`src/rtl/ahb_addr_decoder_mux.sv`:
```
// AHB address decoder and subordinate response mux with a built-in ERROR subordinate.
// Optional stall watchdog enabled by defining AHB_DECODER_TIMEOUT_EN.
module ahb_addr_decoder_mux #(
    parameter int NO_OF_SLAVES      = 2,
    parameter int ADDR_WIDTH        = 32,
    parameter int DATA_WIDTH        = 32,
    parameter int SLAVE_MEMORY_SIZE = 12,
    parameter int REGION_SHIFT      = 13,
    parameter int TIMEOUT_CYCLES    = 16
) (
    input  logic                               hclk,
    input  logic                               hresetn,
    input  logic [ADDR_WIDTH-1:0]              haddr,
    input  logic [1:0]                         htrans,
    output logic [NO_OF_SLAVES-1:0]            hselx,
    input  logic [NO_OF_SLAVES*DATA_WIDTH-1:0] hrdata_s,
    input  logic [NO_OF_SLAVES-1:0]            hreadyout_s,
    input  logic [NO_OF_SLAVES-1:0]            hresp_s,
    output logic [DATA_WIDTH-1:0]              hrdata,
    output logic                               hready,
`ifdef AHB_DECODER_TIMEOUT_EN
    output logic                               timeout,
`endif
    output logic                               hresp
);

    localparam int RW = ADDR_WIDTH - REGION_SHIFT;
    localparam logic [RW-1:0] N_REG = RW'(NO_OF_SLAVES);

    if (NO_OF_SLAVES < 1 || NO_OF_SLAVES > 16 ||
        REGION_SHIFT < SLAVE_MEMORY_SIZE || TIMEOUT_CYCLES < 2) begin : g_bad_params
        $error("ahb_addr_decoder_mux: illegal parameters");
    end

    typedef enum logic [1:0] {SEL_NONE, SEL_SLAVE, SEL_DEFAULT} sel_t;
    typedef enum logic [1:0] {DS_IDLE, DS_ERR1, DS_ERR2} ds_t;

    sel_t                    dsel;
    ds_t                     ds;
    logic [3:0]              dslv;
    logic [3:0]              hit_idx;
    logic                    hit;
    logic [RW-1:0]           region;
    logic [REGION_SHIFT-1:0] offset;
    logic                    unused;

    assign unused = htrans[0];
    assign region = haddr[ADDR_WIDTH-1:REGION_SHIFT];
    assign offset = haddr[REGION_SHIFT-1:0];
    // Addresses past the mapped window but inside the stride fall in a gap.
    assign hit    = (region < N_REG) && ((offset >> SLAVE_MEMORY_SIZE) == '0);

    always_comb begin
        hselx   = '0;
        hit_idx = '0;
        for (int i = 0; i < NO_OF_SLAVES; i++) begin
            if (region == RW'(i)) begin
                hit_idx  = 4'(i);
                hselx[i] = hit;
            end
        end
    end

    always_comb begin
        hrdata = '0;
        hready = 1'b1;
        hresp  = 1'b0;
        unique case (dsel)
            SEL_SLAVE: begin
                for (int i = 0; i < NO_OF_SLAVES; i++) begin
                    if (dslv == 4'(i)) begin
                        hrdata = hrdata_s[i*DATA_WIDTH +: DATA_WIDTH];
                        hready = hreadyout_s[i];
                        hresp  = hresp_s[i];
                    end
                end
            end
            SEL_DEFAULT: begin
                hready = (ds != DS_ERR1);
                hresp  = 1'b1;
            end
            default: ;
        endcase
    end

`ifdef AHB_DECODER_TIMEOUT_EN
    localparam int CNT_W = $clog2(TIMEOUT_CYCLES + 1);
    logic [CNT_W-1:0] cnt;
`endif

    always_ff @(posedge hclk) begin
        if (!hresetn) begin
            dsel <= SEL_NONE;
            dslv <= '0;
            ds   <= DS_IDLE;
`ifdef AHB_DECODER_TIMEOUT_EN
            cnt     <= '0;
            timeout <= 1'b0;
`endif
        end else begin
`ifdef AHB_DECODER_TIMEOUT_EN
            timeout <= 1'b0;
`endif
            if (hready) begin
`ifdef AHB_DECODER_TIMEOUT_EN
                cnt <= '0;
`endif
                if (hit) begin
                    dsel <= SEL_SLAVE;
                    dslv <= hit_idx;
                    ds   <= DS_IDLE;
                end else if (htrans[1]) begin
                    dsel <= SEL_DEFAULT;
                    ds   <= DS_ERR1;
                end else begin
                    dsel <= SEL_NONE;
                    ds   <= DS_IDLE;
                end
            end else if (ds == DS_ERR1) begin
                ds <= DS_ERR2;
            end
`ifdef AHB_DECODER_TIMEOUT_EN
            // Only a stalled slave can hold hready low outside ERR1.
            else if (dsel == SEL_SLAVE) begin
                if (cnt == CNT_W'(TIMEOUT_CYCLES - 1)) begin
                    cnt     <= '0;
                    timeout <= 1'b1;
                    dsel    <= SEL_DEFAULT;
                    ds      <= DS_ERR1;
                end else begin
                    cnt <= cnt + 1'b1;
                end
            end
`endif
        end
    end

endmodule

```
`config.mk`:
```
export PLATFORM = sky130hd
export DESIGN_NAME = ahb_addr_decoder_mux
export DESIGN_NICKNAME = d
export VERILOG_FILES = /design/src/rtl/ahb_addr_decoder_mux.sv
export SDC_FILE = /design/constraint.sdc
export NUM_CORES = 1
export LEC_CHECK = 0
export BUFFER_PORTS_ARGS = -buffer_cell sky130_fd_sc_hd__buf_2
export CAP_MARGIN = 20
export CORE_MARGIN = 3
export CORE_UTILIZATION = 29
export DETAILED_ROUTE_END_ITERATION = 8
export GPL_TIMING_DRIVEN = 0
export PLACE_DENSITY = 0.84
export SLEW_MARGIN = 0
export SYNTH_ARGS = -nofsm -noshare
export SYNTH_HDL_FRONTEND = slang
export SYNTH_SLANG_ARGS = --single-unit
```
`constraint.sdc`:
```
create_clock -name hclk -period 1.54 [get_ports hclk]
set_input_delay 0.308 -clock hclk [delete_from_list [all_inputs] [get_ports hclk]]
set_output_delay 0.308 -clock hclk [all_outputs]
set_load 0.1 [all_outputs]
```
==> results.cfg, run 1 <==
[run_status]
run_status = aborted with a tool error
haltStage = clock tree synthesis
flow.first_error = [ERROR DPL-0033] detailed placement checks failed during check placement.

[clock_network]
hold_buffer_count_at_cts = 0
post_cts_buffers = 10
cts_resized = 159
cts_num_sinks = 5
cts_buffer_depth = 2
cts_max_level = 1
clockRootBuffer = sky130_fd_sc_hd__clkbuf_4
tritoncts_buffers = 3

[synth]
synth.lib_cells_used.distinct = 24
netlist.top_cell.by_area = sky130_fd_sc_hd__mux2i_1
async_flop_share = 0
synth_seq_cells = 5
synthesized_netlist_cell_count = 110
synth_commonest_cells = sky130_fd_sc_hd__mux2i_1, sky130_fd_sc_hd__nor2b_1, sky130_fd_sc_hd__nor4_1
synth_top_area_frac = 0.364
ys_top_cells_by_area = sky130_fd_sc_hd__mux2i_1, sky130_fd_sc_hd__nor2b_1, sky130_fd_sc_hd__dfxtp_1
mappedNetlistNets = 216
number_of_flops_mapped_to_enable_cells_by_yosys = 0
seq_area_frac_synth = 0.110
ys_warn_count = 0
yosys.cell_count.top_type = sky130_fd_sc_hd__mux2i_1
main_synth_ff_type = sky130_fd_sc_hd__dfxtp_1
per_instance_average_area_after_synthesis_um2 = 8.25
synth_area_um2 = 907

[place]
place_hpwl_um = 3130
placed_area_um2 = 1980
place.gp.congestion = 0.669
place.port_buffers = 126

[floorplanning]
floorplan.initialDensity = 0.315
cell_rows = 19
io_pins = 140
die_h_um = 61.9
die-width_um = 61.9
-- per-stage QoR --
step	worst slack (ns)	cells	setup TNS, ns
after detailed placement	-0.376	278	-3.77
after global placement	-0.360	278	-3.59
after floorplan	-0.617	110	-1.58
-- logic make-up after synthesis --
| group | count (synthesis) | synth area share |
|---|---|---|
| AOI/OAI and AO/OA | 7 | 0.0828 |
| adders and majority gates | 2 | 0.0276 |
| and+or+nand+nor | 50 | 0.328 |
| buffers and inverters | 11 | 0.0579 |
| muxes | 35 | 0.393 |
| DFF | 5 | 0.110 |
==> inputs of run 2 (changes only) <==
CORE_UTILIZATION = 20   (was 29)
PLACE_DENSITY = unset   (was 0.84)
PLACE_DENSITY_LB_ADDON = 0.15   (was unset)
==> run 2 against run 1 <==
Compared with the run above:
- the flow now finishes, with violations (negative setup slack)
- synthesized cell count stayed put
- synthesized area stayed put
==> results.cfg, run 2 <==
[floorplanning]
die_h_um = 73.3
floorplan.initialDensity = 0.217
cell_rows = 23
floorplan.die_area_um2 = 5380
die-width_um = 73.3
core-area_um2 = 4170
io_pins = 140

[routing]
route.detailed.drc = 0
wire_per_inst_um = 15.3
drtAntennaViolNets = 0
dr.first_iter.drc_count = 12
drt_first_pass_iters = 3
vias_per_cell = 4.56
route.vias.total = 1433
finalWirelength_um = 4800

[setup_path]
reg2regPathDepth = 6
timing.critical_path.from_type = register
worstSetupPathType = reg2out
worst_r2r_endpoint = dsel[0]$_SDFFE_PN0N_
r2r_slack_ns = -0.11
regToRegStartpoint = dslv[0]$_SDFFE_PN0P_
critical_path_cell_by_cell = mux2_4, a221oi_4, inv_6, buf_12
crit_fanout = 8
worst-endpoint-required_ns = 1.23
cpPeakStageDelay_ns = 0.40
arrival_ns = 1.48
cp_slowest_cell = sky130_fd_sc_hd__dfxtp_4
endpoint_kind = output port

[place]
place_inst = 286
placed_area_um2 = 1990
place_hpwl_um = 2920
place.gp.congestion = 0.698
place.port_buffers = 126

[clock_network]
cts_tree = built
cts_max_level = 1
hold_buffer_count_at_cts = 0
clockRootBuffer = sky130_fd_sc_hd__clkbuf_8
cts_buffer_depth = 2
clock_insertion_delay_worst_skew_ns = 0.22
tritoncts_buffers = 3
cts_num_sinks = 5
clk_pin_slew_ns = 0.03

[timing]
setup_repair_after_global_routing_missed_its_margin = true
clock-skew-final_ns = 0.00114
slew_headroom = 0.794
timing_worst_slew_pin_value_ns = 0.309
layout_worst_path_cycle_share = 1.16
slew_violations = 0
timing.final.hold_violations = 0
post-route-worst-setup-slack_ns = -0.251
timing.final.crit_period_ns = 1.79
achievable_freq_mhz = 558
setup_viol_count_final = 40
timing.setup.tns_ns = -5.93

[global_routing]
number_of_antenna_violations_at_the_first_check_in_global_routing = 0
first_pass_grt_wire_length_um = 6370
grt_max_degree = 11
via_count_of_the_first_global_routing_pass = 1475
grt_overflow_total = 0
met1_usage = 0.154
busiest_layer = met2
groute.layer.met2.usage = 0.304
gr-usage-all-layers = 0.146
global_route_track_usage_on_met3 = 0.0178

[synth]
synthesized_netlist_cell_count = 110
ys_top_cells_by_area = sky130_fd_sc_hd__mux2i_1, sky130_fd_sc_hd__nor2b_1, sky130_fd_sc_hd__dfxtp_1
synth_seq_cells = 5
async_flop_share = 0
synth_top_area_frac = 0.364
ys_warn_count = 0
seq_area_frac_synth = 0.110
number_of_flops_mapped_to_enable_cells_by_yosys = 0
synth.lib_cells_used.distinct = 24
mappedNetlistNets = 216
main_synth_ff_type = sky130_fd_sc_hd__dfxtp_1
synth_area_um2 = 907
per_instance_average_area_after_synthesis_um2 = 8.25
synth_commonest_cells = sky130_fd_sc_hd__mux2i_1, sky130_fd_sc_hd__nor2b_1, sky130_fd_sc_hd__nor4_1
yosys.cell_count.top_type = sky130_fd_sc_hd__mux2i_1
netlist.top_cell.by_area = sky130_fd_sc_hd__mux2i_1

[run_status]
run_status = complete, but fails checks
violations = negative setup slack

[power]
power_uw = 749
power.density_nw_per_um2 = 226
static-leakage-power_nw = 1.23
ir_worst_vdd_mv = 0.270

[finish]
layoutNonFillerInstCount = 314
drive_above_1_share = 0.928
largest_registers = ds (2), dsel (2), dslv (1)
final_net_count = 371
mostFrequentLayoutCells = sky130_fd_sc_hd__buf_2, sky130_fd_sc_hd__buf_12, sky130_fd_sc_hd__nor2b_4
diodes = 0
design_area_um2 = 3320
layout-area-overhead-vs-synth_pct = 266
layout_commonest_cell = sky130_fd_sc_hd__buf_2
final_core_util = 0.795

[worst_hold_path]
hp-class = in2reg
hold_path.startpoint = htrans[1]
worst_hold_path.num_cells = 3
min_delay_worst_endpoint = dsel[1]$_SDFFE_PN0N_

[job]
max_cap_viol_count = 0
==> run 2: cell counts after synthesis <==
No cell type changed its count.
==> run 2: power breakdown <==
group,leakage (nW),internal [mW],switching (mW)
registers,0.0422,0.132,0.00357
logic,1.16,0.197,0.178
clock network,0.0228,0.177,0.0608
total,1.23,0.507,0.243
==> run 2: cell type report <==
cell class / count / area, um2
Inverter: 4 / 20.0
Sequential cell: 5 / 108
Timing Repair Buffer: 152 / 1490
Buffer: 5 / 90.1
Tap cell: 50 / 62.6
Fill cell: 244 / 856
Multi-Input combinational cell: 94 / 1500
Clock buffer: 4 / 45.0
==> run 2: per-stage QoR <==
| stage | setup WS (ns) | hold slack (ns) |
|---|---|---|
| global route | -0.301 | 0.372 |
| global placement | -0.362 | 0.466 |
| floorplan | -0.617 | 0.426 |
| detailed placement | -0.377 | 0.464 |
| CTS | -0.317 | 0.362 |
| finish | -0.251 | 0.362 |
==> run 2: how the worst max path moves through the flow <==
| stage | from | endpoint | slack, ns |
|---|---|---|---|
| after floorplan | haddr[16] | hselx[0] | -0.62 |
| after global placement | haddr[28] | hselx[1] | -0.36 |
| after detailed placement | haddr[28] | hselx[1] | -0.38 |
| after CTS | dslv[0]$_SDFFE_PN0P_ | hready | -0.32 |
| after global routing | dslv[0]$_SDFFE_PN0P_ | hready | -0.30 |
| final | dslv[0]$_SDFFE_PN0P_ | hready | -0.25 |
==> run 2: what timing repair did <==
item,CTS,global route
resized for setup,163,71
pin swaps,5,4
setup endpoints to repair,40,40
cloned,2,2
setup buffers,14,9
==> run 2: layer usage <==
layer	wire length (um)	share of wire
met1	1430	0.30
met2	3010	0.63
met3	343	0.071
met4	22	0.0046
met5	0	0
==> run 2: worst max-delay path: cells and delay by family (launching register included) <==
family | cells | cell delay (ns)
compound gates | 1 | 0.32
buf+inv | 2 | 0.22
flops | 1 | 0.40
mux | 1 | 0.32
==> run 2: logic make-up (layout without fill, tap and decap cells) <==
logic type | Yosys count | after routing | share of synthesized area
simple gates | 50 | 50 | 0.328
fa+ha+maj | 2 | 2 | 0.0276
buf+inv | 11 | 165 | 0.0579
flops | 5 | 5 | 0.110
mux | 35 | 35 | 0.393
compound gates | 7 | 7 | 0.0828
No activity file was read; power rests on OpenSTA's default activity.
==> inputs of run 3 (changes only) <==
CTS_BUF_LIST = sky130_fd_sc_hd__clkbuf_4   (was unset)
==> run 3 against run 2 <==
Compared with the run above:
- the run still ends with negative setup slack left
- final cell count is 1.9% lower
- register-to-register slack hardly changed
- largest power group unchanged
- worst hold slack worse by 0.023 ns
==> results.cfg, run 3 (synthesis results as in run 2) <==
[run_status]
run_status = complete, but fails checks
violations = negative setup slack

[timing]
layout_worst_path_cycle_share = 1.19
slew_headroom = 0.784
achievable_freq_mhz = 548
worst_hold_slack_ns = 0.339
clock-skew-final_ns = 0.00124
timing.final.hold_violations = 0
post-route-worst-setup-slack_ns = -0.286
slew_violations = 0
setup_repair_after_global_routing_missed_its_margin = true
timing.setup.tns_ns = -6.87
timing.final.crit_period_ns = 1.83
setup_viol_count_final = 40
timing_worst_slew_pin_value_ns = 0.324

[setup_path]
worst_r2r_endpoint = dsel[0]$_SDFFE_PN0N_
cp_slowest_cell = sky130_fd_sc_hd__dfxtp_4
worstSetupPathType = reg2out
crit_path_end = hready
worst-endpoint-required_ns = 1.23
critical_path_cell_by_cell = mux2_4, a221oi_4, inv_6, buf_12
timing.critical_path.from_type = register
reg2regPathDepth = 6
timing.critical_path.from = dslv[0]$_SDFFE_PN0P_
regToRegStartpoint = dslv[0]$_SDFFE_PN0P_
crit_fanout = 4
endpoint_kind = output port
r2r_slack_ns = -0.10
cpPeakStageDelay_ns = 0.40
arrival_ns = 1.52

[floorplanning]
die_h_um = 73.3
die-width_um = 73.3
floorplan.die_area_um2 = 5380
cell_rows = 23
floorplan.initialDensity = 0.217
core-area_um2 = 4170
io_pins = 140

[clock_network]
clock_insertion_delay_worst_skew_ns = 0.24
cts_max_level = 1
hold_buffer_count_at_cts = 0
cts_buffer_depth = 2
clk_pin_slew_ns = 0.04
cts_tree = built
tritoncts_buffers = 3
clockRootBuffer = sky130_fd_sc_hd__clkbuf_4
cts_num_sinks = 5

[global_routing]
via_count_of_the_first_global_routing_pass = 1403
first_pass_grt_wire_length_um = 6210
grt_overflow_total = 0
number_of_antenna_violations_at_the_first_check_in_global_routing = 0
grt_max_degree = 11
gr-usage-all-layers = 0.142

[routing]
vias_per_cell = 4.62
drt_first_pass_iters = 3
dr.first_iter.drc_count = 8
drtAntennaViolNets = 0
route.detailed.drc = 0
wire_per_inst_um = 15.9
finalWirelength_um = 4910
route.vias.total = 1422

[place]
place.gp.congestion = 0.698
place_hpwl_um = 2920
place.port_buffers = 126
detailedPlace.worstSlack_ns = -0.377

[finish]
mostFrequentLayoutCells = sky130_fd_sc_hd__buf_2, sky130_fd_sc_hd__buf_12, sky130_fd_sc_hd__mux2i_4, sky130_fd_sc_hd__nor2b_4, sky130_fd_sc_hd__buf_4
drive_above_1_share = 0.930
layout_commonest_cell = sky130_fd_sc_hd__buf_2
diodes = 0
final_net_count = 365
layout-area-overhead-vs-synth_pct = 264
final_core_util = 0.792
largest_registers = ds (2), dsel (2), dslv (1)
layout.filler_cells = 240

[worst_hold_path]
hp-class = in2reg
hold_path.startpoint = htrans[1]

[power]
static-leakage-power_nw = 1.20
power.density_nw_per_um2 = 208
ir_worst_vdd_mv = 0.202

[job]
max_cap_viol_count = 0
==> run 3: worst min path at each step <==
stage | cells after the start | slack, ns | endpoint
4_1_cts | 3 | 0.33 | dsel[1]$_SDFFE_PN0N_
3_3_place_gp | 2 | 0.47 | dsel[1]$_SDFFE_PN0N_
3_5_place_dp | 2 | 0.46 | dsel[1]$_SDFFE_PN0N_
2_1_floorplan | 1 | 0.43 | dsel[0]$_SDFFE_PN0N_
5_1_grt | 3 | 0.35 | dsel[1]$_SDFFE_PN0N_
6_report | 3 | 0.34 | dsel[1]$_SDFFE_PN0N_
==> run 3: report_power, final <==
group          leakage [nW]  switching, mW  internal, mW  total (mW)
clock network        0.0184         0.0561         0.116       0.172
registers            0.0422        0.00397         0.132       0.136
logic                  1.14          0.183         0.198       0.380
==> run 3: cell type report <==
| class | instances | area (um2) | area share |
|---|---|---|---|
| multi-input combinational | 94 | 1530 | 0.463 |
| timing repair buffer | 146 | 1450 | 0.438 |
| sequential | 5 | 108 | 0.0326 |
| buffer | 5 | 105 | 0.0318 |
| tap | 50 | 62.6 | 0.0189 |
| clock buffer | 4 | 30.0 | 0.00909 |
| inverter | 4 | 22.5 | 0.00682 |
==> run 3: worst max-delay path, delay by kind of cell, from the launching register on <==
kind | cells | cell delay (ns)
DFF | 1 | 0.40
muxes | 1 | 0.32
AOI/OAI and AO/OA | 1 | 0.33
buffers and inverters | 2 | 0.22
==> run 3: through the flow <==
step	power, mW	cells	area, um2
final	0.688	308	3300
after global routing	0.721	308	3300
after CTS	0.632	300	2650
after detailed placement	0.379	286	1990
after global placement	0.375	286	1990
after floorplan	0.252	110	1300
==> run 3: what timing repair did <==
item	in CTS	in global routing
pin swaps	5	9
gates cloned	1	3
buffers inserted	10	7
setup endpoints to repair	40	40
resized for setup	134	101
==> run 3: per-layer routing <==
metal / wire length (um) / part of all wire / GRT usage
met5: 0 / 0 / 0
met4: 14 / 0.0029 / 0.0302
met1: 1480 / 0.30 / 0.154
met3: 368 / 0.075 / 0.0219
met2: 3040 / 0.62 / 0.283
==> inputs of run 4 (changes only) <==
ABC_AREA = 1   (was unset)
==> run 4 against run 3 <==
Compared with the run above:
- the flow still finishes with violations (negative setup slack)
- synthesized area grew 0.28%
- total power decreased by 13%
- final cell count rose by 24%
- setup slack improved by 0.062 ns
- sequential power hardly changed
- first-iteration DRC count increased to 4.8 times the previous value
- sequential share of layout area hardly changed
- final area decreased by 0.98%
- clock power increased by 2%
- die area grew 0.26%
- critical path type unchanged
- largest power group unchanged
==> results.cfg, run 4 <==
[global_routing]
grt_overflow_total = 0
grt_max_degree = 11
first_pass_grt_wire_length_um = 7980
busiest_layer = met2
gr-usage-all-layers = 0.180
met1_usage = 0.212
global_route_track_usage_on_met3 = 0.0233
via_count_of_the_first_global_routing_pass = 1797
number_of_antenna_violations_at_the_first_check_in_global_routing = 0
groute.layer.met2.usage = 0.346

[finish]
layout.area.seq_um2 = 105
final_net_count = 440
largest_registers = ds (2), dsel (2), dslv (1)
multi_input_gate_area_um2 = 1470
layout.filler_cells = 283
drive_above_1_share = 0.805
diodes = 0
mostFrequentLayoutCells = sky130_fd_sc_hd__buf_2, sky130_fd_sc_hd__nor2_4, sky130_fd_sc_hd__buf_12
layout-area-overhead-vs-synth_pct = 260
layout_commonest_cell = sky130_fd_sc_hd__buf_2

[setup_path]
critical_path_cell_by_cell = inv_2, ha_4, buf_6, clkbuf_16, o21ai_4, nor2_4, buf_12
worst-endpoint-required_ns = 1.23
timing.critical_path.max_delay_family = buffers and inverters
cpPeakStageDelay_ns = 0.32
cp_slowest_cell = sky130_fd_sc_hd__dfxtp_2
worst_r2r_endpoint = dsel[1]$_SDFFE_PN0N_
endpoint_kind = output port
timing.critical_path.from_type = register
regToRegStartpoint = dsel[1]$_SDFFE_PN0N_
crit_fanout = 5
cp_num_buf_inv = 4
r2r_slack_ns = 0.05
worstSetupPathType = reg2out
reg2regPathDepth = 11
arrival_ns = 1.46

[timing]
worst_hold_slack_ns = 0.325
clock-skew-final_ns = 0.00359
achievable_freq_mhz = 567
timing.setup.tns_ns = -6.13
timing_worst_slew_pin_value_ns = 0.317
timing.final.crit_period_ns = 1.76
slew_violations = 0
timing.final.hold_violations = 0
layout_worst_path_cycle_share = 1.15
setup_repair_after_global_routing_missed_its_margin = true
setup_viol_count_final = 36
slew_headroom = 0.786
post-route-worst-setup-slack_ns = -0.224

[job]
max_cap_viol_count = 0

[worst_hold_path]
worst_hold_path.num_cells = 3
hold_path.startpoint = hresetn
min_delay_worst_endpoint = dslv[0]$_SDFFE_PN0P_
hp-class = in2reg

[routing]
wire_per_inst_um = 13.5
dr.first_iter.drc_count = 38
drt_first_pass_iters = 4
vias_per_cell = 4.56
finalWirelength_um = 5160
drtAntennaViolNets = 0
route.detailed.drc = 0
route.vias.total = 1747

[clock_network]
clk_pin_slew_ns = 0.05
cts_buffer_depth = 2
cts_tree = built
tritoncts_buffers = 3
cts_max_level = 1
clock_insertion_delay_worst_skew_ns = 0.24
cts_num_sinks = 5
clockRootBuffer = sky130_fd_sc_hd__clkbuf_4

[floorplanning]
floorplan.initialDensity = 0.216
cell_rows = 23
die-width_um = 73.4
floorplan.die_area_um2 = 5390
core-area_um2 = 4200
die_h_um = 73.4
io_pins = 140

[synth]
number_of_flops_mapped_to_enable_cells_by_yosys = 0
synth_top_area_frac = 0.322
async_flop_share = 0
yosys.cell_count.top_type = sky130_fd_sc_hd__nor2_1
per_instance_average_area_after_synthesis_um2 = 4.94
synth_area_um2 = 910
main_synth_ff_type = sky130_fd_sc_hd__dfxtp_1
ys_warn_count = 0
seq_area_frac_synth = 0.110
mappedNetlistNets = 290
netlist.top_cell.by_area = sky130_fd_sc_hd__nor2_1
ys_top_cells_by_area = sky130_fd_sc_hd__nor2_1, sky130_fd_sc_hd__o21ai_0, sky130_fd_sc_hd__dfxtp_1
synth.lib_cells_used.distinct = 21
synth_seq_cells = 5
synthesized_netlist_cell_count = 184
synth_commonest_cells = sky130_fd_sc_hd__nor2_1, sky130_fd_sc_hd__o21ai_0, sky130_fd_sc_hd__nand2_1

[place]
place.port_buffers = 126
place_hpwl_um = 3480
place.gp.congestion = 0.745

[power]
ir_worst_vdd_mv = 0.355
static-leakage-power_nw = 1.30
power_uw = 600
power.density_nw_per_um2 = 183

[run_status]
run_status = complete, but fails checks
violations = negative setup slack
run 4: metrics by stage:
stage | instances | worst slack [ns] | instance area [um2] | utilization
2_1_floorplan | 184 | -0.366 | 1690 | -
3_3_place_gp | 360 | -0.316 | 2380 | 0.567
3_5_place_dp | 360 | -0.324 | 2380 | 0.567
4_1_cts | 378 | -0.209 | 3180 | 0.757
5_1_grt | 383 | -0.263 | 3270 | 0.779
6_report | 383 | -0.224 | 3270 | 0.779
run 4: power breakdown:
part	switching [mW]	internal [mW]	total (mW)	leakage [nW]
sequential	0.00276	0.133	0.135	0.0419
combinational	0.142	0.146	0.289	1.24
clock	0.0598	0.116	0.176	0.0184
run 4: worst max-delay path by stage:
stage / from / to / slack [ns] / depth (start not counted)
3_3_place_gp: haddr[24] / hselx[1] / -0.32 / 7
5_1_grt: dslv[0]$_SDFFE_PN0P_ / hrdata[6] / -0.26 / 6
6_report: dsel[1]$_SDFFE_PN0N_ / hrdata[16] / -0.22 / 7
4_1_cts: dsel[1]$_SDFFE_PN0N_ / hrdata[10] / -0.21 / 7
2_1_floorplan: haddr[20] / hselx[1] / -0.37 / 5
3_5_place_dp: haddr[24] / hselx[1] / -0.32 / 7
run 4: metal layers:
metal	share of wire	vias to the layer above
met5	0	-
met4	0.0047	0
met3	0.081	2
met2	0.55	77
met1	0.37	782
li1	-	886
run 4: worst min-delay path: cells and delay by family:
family | cells | cell delay, ns
buffers and inverters | 2 | 0.18
and+or+nand+nor | 1 | 0.04
run 4: layout make-up:
type | instances | area share
tap | 50 | 0.0191
multi-input combinational | 157 | 0.448
clock buffer | 4 | 0.00918
buffer | 10 | 0.0459
timing repair buffer | 145 | 0.432
inverter | 12 | 0.0138
sequential | 5 | 0.0321
run 4: cells by family after synthesis:
logic type | Yosys count | synth area share
simple gates | 116 | 0.535
compound gates | 39 | 0.224
buf+inv | 22 | 0.103
flops | 5 | 0.110
fa+ha+maj | 2 | 0.0275
run 4: what timing repair did:
item                                    CTS  global route
pin swaps                                46            12
gates cloned                              3             0
gates resized for setup                 166            20
endpoints found under the setup margin   36            36
hold buffers                              0             0
endpoints found under the hold margin     0             0
buffers inserted                         11             5
